### config.mk
export PLATFORM = sky130hd
export DESIGN_NAME = dm_responder_flat
export DESIGN_NICKNAME = d
export VERILOG_FILES = /design/src/rtl/dm_responder_if.sv /design/src/rtl/dm_responder.sv /design/src/flat_wrapper.sv
export SDC_FILE = /design/constraint.sdc
export NUM_CORES = 1
export LEC_CHECK = 0
export BUFFER_PORTS_ARGS = -buffer_cell sky130_fd_sc_hd__buf_4
export CELL_PAD_IN_SITES_DETAIL_PLACEMENT = 2
export CELL_PAD_IN_SITES_GLOBAL_PLACEMENT = 2
export CORE_MARGIN = 2
export CORE_UTILIZATION = 31
export DETAILED_ROUTE_END_ITERATION = 8
export GPL_TIMING_DRIVEN = 0
export PLACE_DENSITY = 0.77
export SYNTH_ARGS = -nofsm -noshare
export SYNTH_HDL_FRONTEND = slang
export SYNTH_SLANG_ARGS = --single-unit
### constraint.sdc
create_clock -name clk -period 3.4 [get_ports clk]
set_clock_uncertainty 0.1 [all_clocks]
set_input_delay 0.17 -clock clk [delete_from_list [all_inputs] [get_ports clk]]
set_output_delay 0.17 -clock clk [all_outputs]
set_load 0.01 [all_outputs]
### src/rtl/dm_responder_if.sv
// CPU data-port bundle between the pipeline (master) and the data-memory responder (slave).
interface dm_responder_if;
  logic [31:0] data_addr;
  logic        b_data_read;
  logic        b_data_write;
  logic [3:0]  write_type;
  logic [31:0] data_in;
  logic [31:0] data_out;
  logic        DM_stall;

  modport master (
    output data_addr, b_data_read, b_data_write, write_type, data_in,
    input  data_out, DM_stall
  );

  modport slave (
    input  data_addr, b_data_read, b_data_write, write_type, data_in,
    output data_out, DM_stall
  );
endinterface

### src/rtl/dm_responder.sv
// Data-memory responder: one CPU load/store at a time onto a single-port SRAM with
// configurable read latency, stalling the CPU until the access completes.
module dm_responder #(
  parameter int ADDR_W  = 14,
  parameter int LATENCY = 1,
  parameter int CNT_W   = 32
) (
  input  logic              clk,
  input  logic              rst,
  dm_responder_if.slave     cpu,
  output logic              sram_CEB,
  output logic [3:0]        sram_WEB,
  output logic [ADDR_W-1:0] sram_A,
  output logic [31:0]       sram_DI,
  input  logic [31:0]       sram_DO,
  output logic [CNT_W-1:0]  rd_count,
  output logic [CNT_W-1:0]  wr_count
);

  typedef enum logic [1:0] {
    IDLE = 2'd0,
    BUSY = 2'd1,
    DONE = 2'd2
  } state_t;

  localparam logic [2:0]       LAT     = 3'(LATENCY);
  localparam logic [CNT_W-1:0] CNT_ONE = CNT_W'(1);

  state_t              state_q;
  logic [2:0]          cnt_q;
  logic [2:0]          cnt_d;
  logic [ADDR_W-1:0]   addr_q;
  logic                wr_q;
  logic [31:0]         di_q;
  logic [31:0]         dout_q;
  logic                ceb_q;
  logic [3:0]          web_q;
  logic [CNT_W-1:0]    rd_cnt_q;
  logic [CNT_W-1:0]    wr_cnt_q;
  logic                req;
  logic                stall;
  logic                unused_addr;

  assign req   = cpu.b_data_read | cpu.b_data_write;
  assign cnt_d = cnt_q - 3'd1;

  // Only the word-address bits reach the macro; the rest wrap away.
  assign unused_addr = ^{cpu.data_addr[31:ADDR_W+2], cpu.data_addr[1:0]};

  always_ff @(posedge clk or negedge rst) begin
    if (!rst) begin
      state_q  <= IDLE;
      cnt_q    <= 3'd0;
      addr_q   <= '0;
      wr_q     <= 1'b0;
      di_q     <= 32'd0;
      dout_q   <= 32'd0;
      ceb_q    <= 1'b1;
      web_q    <= 4'hF;
      rd_cnt_q <= '0;
      wr_cnt_q <= '0;
    end else begin
      case (state_q)
        IDLE: begin
          if (req) begin
            addr_q  <= cpu.data_addr[ADDR_W+1:2];
            wr_q    <= cpu.b_data_write;
            di_q    <= cpu.data_in;
            cnt_q   <= LAT;
            ceb_q   <= 1'b0;
            web_q   <= cpu.b_data_write ? cpu.write_type : 4'hF;
            state_q <= BUSY;
          end
        end
        BUSY: begin
          ceb_q <= 1'b1;
          web_q <= 4'hF;
          // ceb_q low marks the issue cycle; the latency countdown starts after it.
          if (ceb_q) begin
            cnt_q <= cnt_d;
            if (cnt_d == 3'd0) begin
              if (wr_q) begin
                if (wr_cnt_q != '1) wr_cnt_q <= wr_cnt_q + CNT_ONE;
              end else begin
                dout_q <= sram_DO;
                if (rd_cnt_q != '1) rd_cnt_q <= rd_cnt_q + CNT_ONE;
              end
              state_q <= DONE;
            end
          end
        end
        DONE:    state_q <= IDLE;
        default: state_q <= IDLE;
      endcase
    end
  end

  // In IDLE the stall tracks the request so the CPU freezes in the capture cycle.
  always_comb begin
    stall = 1'b0;
    case (state_q)
      IDLE:    stall = req & rst;
      BUSY:    stall = 1'b1;
      default: stall = 1'b0;
    endcase
  end

  assign cpu.DM_stall = stall;
  assign cpu.data_out = dout_q;
  assign sram_CEB     = ceb_q;
  assign sram_WEB     = web_q;
  assign sram_A       = addr_q;
  assign sram_DI      = di_q;
  assign rd_count     = rd_cnt_q;
  assign wr_count     = wr_cnt_q;

endmodule

### src/flat_wrapper.sv
// flat-port wrapper written by rule: the top's interface ports become plain ports
module dm_responder_flat 
#(
  parameter int ADDR_W  = 14,
  parameter int LATENCY = 1,
  parameter int CNT_W   = 32
)
  (clk, rst, sram_CEB, sram_WEB, sram_A, sram_DI, sram_DO, rd_count, wr_count, cpu_data_addr, cpu_b_data_read, cpu_b_data_write, cpu_write_type, cpu_data_in, cpu_data_out, cpu_DM_stall);
  dm_responder_if cpu_i ();
  input  logic clk;
  input  logic rst;
  output logic sram_CEB;
  output logic [3:0] sram_WEB;
  output logic [ADDR_W-1:0] sram_A;
  output logic [31:0] sram_DI;
  input  logic [31:0] sram_DO;
  output logic [CNT_W-1:0] rd_count;
  output logic [CNT_W-1:0] wr_count;
  input wire logic [$bits(cpu_i.data_addr)-1:0] cpu_data_addr;
  input wire logic [$bits(cpu_i.b_data_read)-1:0] cpu_b_data_read;
  input wire logic [$bits(cpu_i.b_data_write)-1:0] cpu_b_data_write;
  input wire logic [$bits(cpu_i.write_type)-1:0] cpu_write_type;
  input wire logic [$bits(cpu_i.data_in)-1:0] cpu_data_in;
  output wire logic [$bits(cpu_i.data_out)-1:0] cpu_data_out;
  output wire logic [$bits(cpu_i.DM_stall)-1:0] cpu_DM_stall;
  assign cpu_i.data_addr = cpu_data_addr;
  assign cpu_i.b_data_read = cpu_b_data_read;
  assign cpu_i.b_data_write = cpu_b_data_write;
  assign cpu_i.write_type = cpu_write_type;
  assign cpu_i.data_in = cpu_data_in;
  assign cpu_data_out = cpu_i.data_out;
  assign cpu_DM_stall = cpu_i.DM_stall;
  dm_responder #(.ADDR_W(ADDR_W), .LATENCY(LATENCY), .CNT_W(CNT_W)) u_core (.clk(clk), .rst(rst), .cpu(cpu_i), .sram_CEB(sram_CEB), .sram_WEB(sram_WEB), .sram_A(sram_A), .sram_DI(sram_DI), .sram_DO(sram_DO), .rd_count(rd_count), .wr_count(wr_count));
endmodule
==> results.json, run 1 <==
{
  "ys_seq_elements": 153,
  "worstHoldPathCells": 4,
  "slew_headroom": 0.401,
  "antenna_found_initial": 2,
  "clockRootBuffer": "clkbuf_16",
  "required_ps": 3590,
  "seq_power_share": 0.391,
  "p_total_uw": 7430,
  "multi_input_area_mm2": 0.00256,
  "fillerInstances": 2006,
  "drive_above_1_share": 0.420,
  "swShare": 0.346,
  "cts_setup_buffers": 0,
  "post_cts_resized": 0,
  "cts_sinks": 153,
  "seqCellArea_mm2": 0.00383,
  "timing.max_cap.violations": 0,
  "fin_util": 0.492,
  "seq_area_frac_synth": 0.591,
  "p_leak_uw": 0.00463,
  "initial_utilization": 0.319,
  "synth-edff-count": 0,
  "gp_congestion": 0.781,
  "drc_errors": 0,
  "rows": 52,
  "p_per_area_mw_per_mm2": 741,
  "die_y_um": 149,
  "grt_pass1_wl_um": 39600,
  "max_freq_mhz": 338,
  "tightest_slew_ps": 891,
  "track_usage": 0.235,
  "numCtsBuffers": 17,
  "clk_latency_ps": 420,
  "async_reset_ff_frac": 1.00,
  "syn_avg_cell_area_um2": 12.8,
  "ant_nets": 0,
  "area_growth_pct": 54.5,
  "crit_fanout": 10,
  "synth_area_leaders": "dfrtp_1 (57%), mux2_2 (14%), xnor2_1 (6.2%)",
  "yosysTopAreaCellShare": 0.571,
  "synth_cell_types": 42,
  "maxSlewViolCount": 0,
  "hp-class": "input port to flop",
  "fin_crit_ps": 2960,
  "grt_setup_unrepaired": "false",
  "grt_max_degree": 99,
  "yosysWarnings": 0,
  "synth_fp_nets": 615,
  "cp.arrival_ps": 3150,
  "finalSetupViolCount": 0,
  "place_inst": 1011,
  "startpoint_type": "flop",
  "status": "complete, no violations",
  "synth_cells": 507,
  "boundaryPins": 252,
  "yosys.cell_count.top_type": "dfrtp_1",
  "p_sw_uw": 2570,
  "finalHoldViolCount": 0,
  "synth_common_cells": "dfrtp_1 (148), mux2_2 (82), xnor2_1 (46)",
  "ff2ff_path_depth": 8,
  "path_clk_slew_ps": 60,
  "core_mm2": 0.0204,
  "cts_hold_buf": 85,
  "die-area_mm2": 0.0221,
  "vias_per_cell": 4.88,
  "vias": 5512,
  "min_period_over_period": 0.870,
  "place_hpwl_um": 15200,
  "htree_num_levels": 4,
  "drtIter0Drc": 163,
  "synth_top_cell_by_area": "dfrtp_1",
  "synth_ff_type": "dfrtp_1",
  "p_comb_frac": 0.359,
  "routed_wl_um": 25500,
  "gr-total-overflow": 0,
  "grt_pass1_vias": 6483,
  "pwr-share-clk": 0.251,
  "cts_tree": "done",
  "final.setup.tns_ps": 0,
  "final_cells": 1129,
  "final_nets": 953,
  "ir_worst_vdd_uv": 385,
  "cts_buffer_depth": 2,
  "dr.pass1.iters": 4,
  "dieWidth_um": 149,
  "wl_per_cell_um": 22.6,
  "critical_path_class": "flop to flop",
  "endpoint_kind": "flop",
  "synth_area_mm2": 0.00649,
  "hold_slack_ps": 161,
  "portBuffers": 233,
  "p_int_uw": 4850
}
[path summary, 6_finish.rpt]
kind,start,to,slack [ps]
min in group asynchronous,rst,u_core.rd_count[24]$_DFFE_PN0P_,190
hold / removal,cpu_b_data_read,u_core.sram_CEB$_DFFE_PN1P_,160
setup reg to reg,u_core.cnt_q[0]$_DFFE_PN0P_,u_core.rd_count[9]$_DFFE_PN0P_,440
hold reg to reg,u_core.wr_count[15]$_DFFE_PN0P_,u_core.wr_count[15]$_DFFE_PN0P_,400
setup / recovery,u_core.cnt_q[0]$_DFFE_PN0P_,u_core.rd_count[9]$_DFFE_PN0P_,440
max in group asynchronous,rst,u_core.sram_WEB[3]$_DFFE_PN1P_,2110
[routing by layer]
layer / part of all wire / vias up / track usage
met5: 0 / - / 0
met4: 0.020 / 0 / 0.0543
met1: 0.39 / 2817 / 0.278
li1: - / 2487 / -
met2: 0.52 / 179 / 0.422
met3: 0.062 / 29 / 0.0706
[final cells by class]
type                            count  area share
Sequential cell                   153       0.382
Timing Repair Buffer              319       0.262
Multi-Input combinational cell    329       0.255
Clock buffer                       21      0.0459
Tap cell                          270      0.0337
Clock inverter                     10     0.00961
Buffer                             16     0.00686
Inverter                            9     0.00337
Antenna cell                        2    0.000499
[cells in the final DEF (no fill, tap or decap), types with 3 or more instances in the layout]
cell type and n:
nand3_1 31, xnor2_1 46, nand4_1 29, xor2_1 12, a31oi_1 3, clkbuf_16 17
dlygate4sd3_1 85, nor4_1 3, ha_1 4, clkinvlp_4 4, and3_1 15, o21ai_0 4
clkbuf_1 16, or4_1 4, nor2_1 21, inv_1 9, dfrtp_1 148, a21oi_1 6
o22ai_1 5, mux2_2 82, buf_4 232, dfstp_2 5, nor2b_1 5, nor3_1 8
and4_1 6, nand2_1 21
[through the flow]
| stage | setup slack [ps] | cell area [µm²] |
|---|---|---|
| 2_1_floorplan | 964 | 6490 |
| 3_3_place_gp | 434 | 8580 |
| 3_5_place_dp | 238 | 8610 |
| 4_1_cts | 230 | 10000 |
| 5_1_grt | 263 | 10000 |
| 6_report | 440 | 10000 |
[state kept, by name (all words and copies together) (netlist names)]
name	flops
u_core.cpu.data_out	32
u_core.rd_count	32
u_core.sram_DI	32
u_core.wr_count	32
u_core.sram_A	14
u_core.sram_WEB	4
u_core.cnt_q	3
u_core.state_q	2
u_core.sram_CEB	1
u_core.wr_q	1
[power groups by stage]
stage	Combinational, µW	Sequential [µW]	Clock, µW
6_report	2660	2900	1860
5_1_grt	2830	2970	1970
4_1_cts	2560	2810	1880
3_5_place_dp	2460	2830	0
3_3_place_gp	2340	2770	0
2_1_floorplan	921	2990	0
[worst max-delay path: stages, from the launching register on]
cell and delay [ps]:
dfrtp_1 370, inv_1 80, ha_1 240, xor2_1 200, nor3_2 630, o21a_1 420, clkbuf_1 430, nand3_1 200
xnor2_1 170
[logic make-up after synthesis]
logic type | synth area share
AOI/OAI and AO/OA | 0.0229
adders and majority gates | 0.00771
and+or+nand+nor | 0.141
DFF | 0.591
buffers and inverters | 0.0158
muxes | 0.144
xor gates and xnor gates | 0.0783
Note: power is estimated with default switching activity, not from simulation.
==> run 2, diff against run 1 <==
--- a/config.mk
+++ b/config.mk
@@ -9,10 +9,10 @@
 export CELL_PAD_IN_SITES_DETAIL_PLACEMENT = 2
 export CELL_PAD_IN_SITES_GLOBAL_PLACEMENT = 2
 export CORE_MARGIN = 2
-export CORE_UTILIZATION = 31
+export CORE_UTILIZATION = 33
 export DETAILED_ROUTE_END_ITERATION = 8
 export GPL_TIMING_DRIVEN = 0
-export PLACE_DENSITY = 0.77
+export PLACE_DENSITY = 0.82
 export SYNTH_ARGS = -nofsm -noshare
 export SYNTH_HDL_FRONTEND = slang
 export SYNTH_SLANG_ARGS = --single-unit
==> constraint.sdc (replaced) <==
create_clock -name clk -period 3.6 [get_ports clk]
set_clock_uncertainty 0.1 [all_clocks]
set_input_delay 0.18 -clock clk [delete_from_list [all_inputs] [get_ports clk]]
set_output_delay 0.18 -clock clk [all_outputs]
set_load 0.01 [all_outputs]
==> run 2 against run 1 <==
Worst hold slack better by 19 ps. Clock-buffer cell count decreased by 2. Utilization increased by 2.9 points. Die area shrank 5.9%. Fmax down 5.5%. Critical path type unchanged.
==> results.json, run 2 (synthesized netlist as in run 1, its figures left out) <==
{
  "ant_nets": 0,
  "p_leak_uw": 0.00468,
  "drc_errors": 0,
  "cts_tree": "done",
  "post_cts_resized": 0,
  "grt_max_degree": 91,
  "cpPeakStageDelay_ps": 660,
  "cts_buffer_depth": 2,
  "cts_setup_buffers": 0,
  "final_cells": 1124,
  "portBuffers": 233,
  "cts_sinks": 153,
  "startpoint_type": "flop",
  "initial_utilization": 0.335,
  "final.setup.tns_ps": 0,
  "area_growth_pct": 55.7,
  "tightest_slew_ps": 817,
  "grt_setup_unrepaired": "false",
  "timing.max_cap.violations": 0,
  "p_per_area_mw_per_mm2": 727,
  "path_clk_slew_ps": 70,
  "seqCellArea_mm2": 0.00383,
  "drtIter0Drc": 234,
  "fin_crit_ps": 3130,
  "place_hpwl_um": 15500,
  "required_ps": 3840,
  "numCtsBuffers": 17,
  "slowest_stage": "nor3_2",
  "wl_per_cell_um": 24.4,
  "clk_latency_ps": 430,
  "cp_cell_sequence": "inv_1 -> ha_1 -> xor2_1 -> nor3_2 -> o21a_1 -> clkbuf_1 -> nand3_1 -> xnor2_1",
  "die_y_um": 144,
  "dieWidth_um": 144,
  "ff2ff_path_depth": 8,
  "grt.met2_usage": 0.493,
  "grt_use_met3": 0.0613,
  "met1_usage": 0.307,
  "min-delay-start": "cpu_b_data_read",
  "gp_congestion": 0.788,
  "min_period_over_period": 0.870,
  "core_mm2": 0.0194,
  "layout_common_cells": "buf_4 (232), dfrtp_1 (148), dlygate4sd3_1 (85)",
  "crit_fanout": 10,
  "regToRegEndpoint": "u_core.rd_count[13]$_DFFE_PN0P_",
  "routed_wl_um": 27400,
  "vias": 5674,
  "hp-class": "input port to flop",
  "crit_family": "simple AND/OR/NAND/NOR gates",
  "critical_path_class": "flop to flop",
  "critPathLaunch": "u_core.cnt_q[0]$_DFFE_PN0P_",
  "antenna_found_initial": 1,
  "drive_above_1_share": 0.423,
  "status": "complete, no violations",
  "cts_hold_buf": 85,
  "multi_input_area_mm2": 0.00256,
  "grt_pass1_wl_um": 41800,
  "ir_worst_vdd_uv": 359,
  "final_nets": 953,
  "finalSetupViolCount": 0,
  "gr-total-overflow": 0,
  "die-area_mm2": 0.0208,
  "holdPathEnd": "u_core.sram_CEB$_DFFE_PN1P_",
  "dr.pass1.iters": 4,
  "cp.depth": 8,
  "finalHoldViolCount": 0,
  "rows": 51,
  "vias_per_cell": 5.05,
  "rrSetupSlack_ps": 470,
  "final_common_cell": "buf_4",
  "maxSlewViolCount": 0,
  "clockRootBuffer": "clkbuf_16",
  "boundaryPins": 252,
  "endpoint_kind": "flop",
  "grt_pass1_vias": 6797,
  "p_total_uw": 7340,
  "worstReg2RegStart": "u_core.cnt_q[0]$_DFFE_PN0P_",
  "max_freq_mhz": 319,
  "worstHoldPathCells": 4,
  "fillerInstances": 1913,
  "slew_headroom": 0.451,
  "grt-busiest-layer": "met2",
  "cp.arrival_ps": 3370,
  "place_inst": 1006,
  "track_usage": 0.271,
  "htree_num_levels": 4,
  "critical_path_buf_inv_count": 2
}
run 2: area by class of cell:
type                       count  share of cell area
tap                          265              0.0328
clock buffer                  19              0.0448
timing repair buffer         319               0.260
sequential                   153               0.379
multi-input combinational    329               0.253
clock inverter                13              0.0191
inverter                       9             0.00334
buffer                        16             0.00681
antenna                        1            0.000248
run 2: worst max path at each step:
| stage | endpoint | slack (ps) |
|---|---|---|
| detailed placement | u_core.wr_count[31]$_DFFE_PN0P_ | 550 |
| floorplan | u_core.rd_count[30]$_DFFE_PN0P_ | 1160 |
| global route | u_core.rd_count[13]$_DFFE_PN0P_ | 290 |
| CTS | u_core.wr_count[21]$_DFFE_PN0P_ | 540 |
| global placement | u_core.wr_count[21]$_DFFE_PN0P_ | 630 |
| finish | u_core.rd_count[13]$_DFFE_PN0P_ | 470 |
run 2: per-stage QoR:
step           instance area [µm²]  worst slack (ps)  hold slack (ps)  utilization
2_1_floorplan                 6490              1160             -216            -
3_3_place_gp                  8570               635              313        0.442
3_5_place_dp                  8600               549              120        0.443
4_1_cts                      10100               537             30.3        0.521
5_1_grt                      10100               290              207        0.521
6_report                     10100               467              180        0.521
run 2: per-layer routing:
layer  vias to the layer above  share of wire
met1                      2917           0.38
met5                         -              0
met4                         0          0.029
met3                        43          0.057
met2                       219           0.53
li1                       2495              -
run 2: worst min-delay path: cells and delay by family:
| kind | cells | cell delay [ps] |
|---|---|---|
| and+or+nand+nor | 1 | 100 |
| AOI/OAI and AO/OA | 2 | 250 |
| buffers and inverters | 1 | 120 |
run 2: report_power, final:
group          switching, µW  internal [µW]
clock                    806           1210
combinational           1240           1330
sequential               492           2270
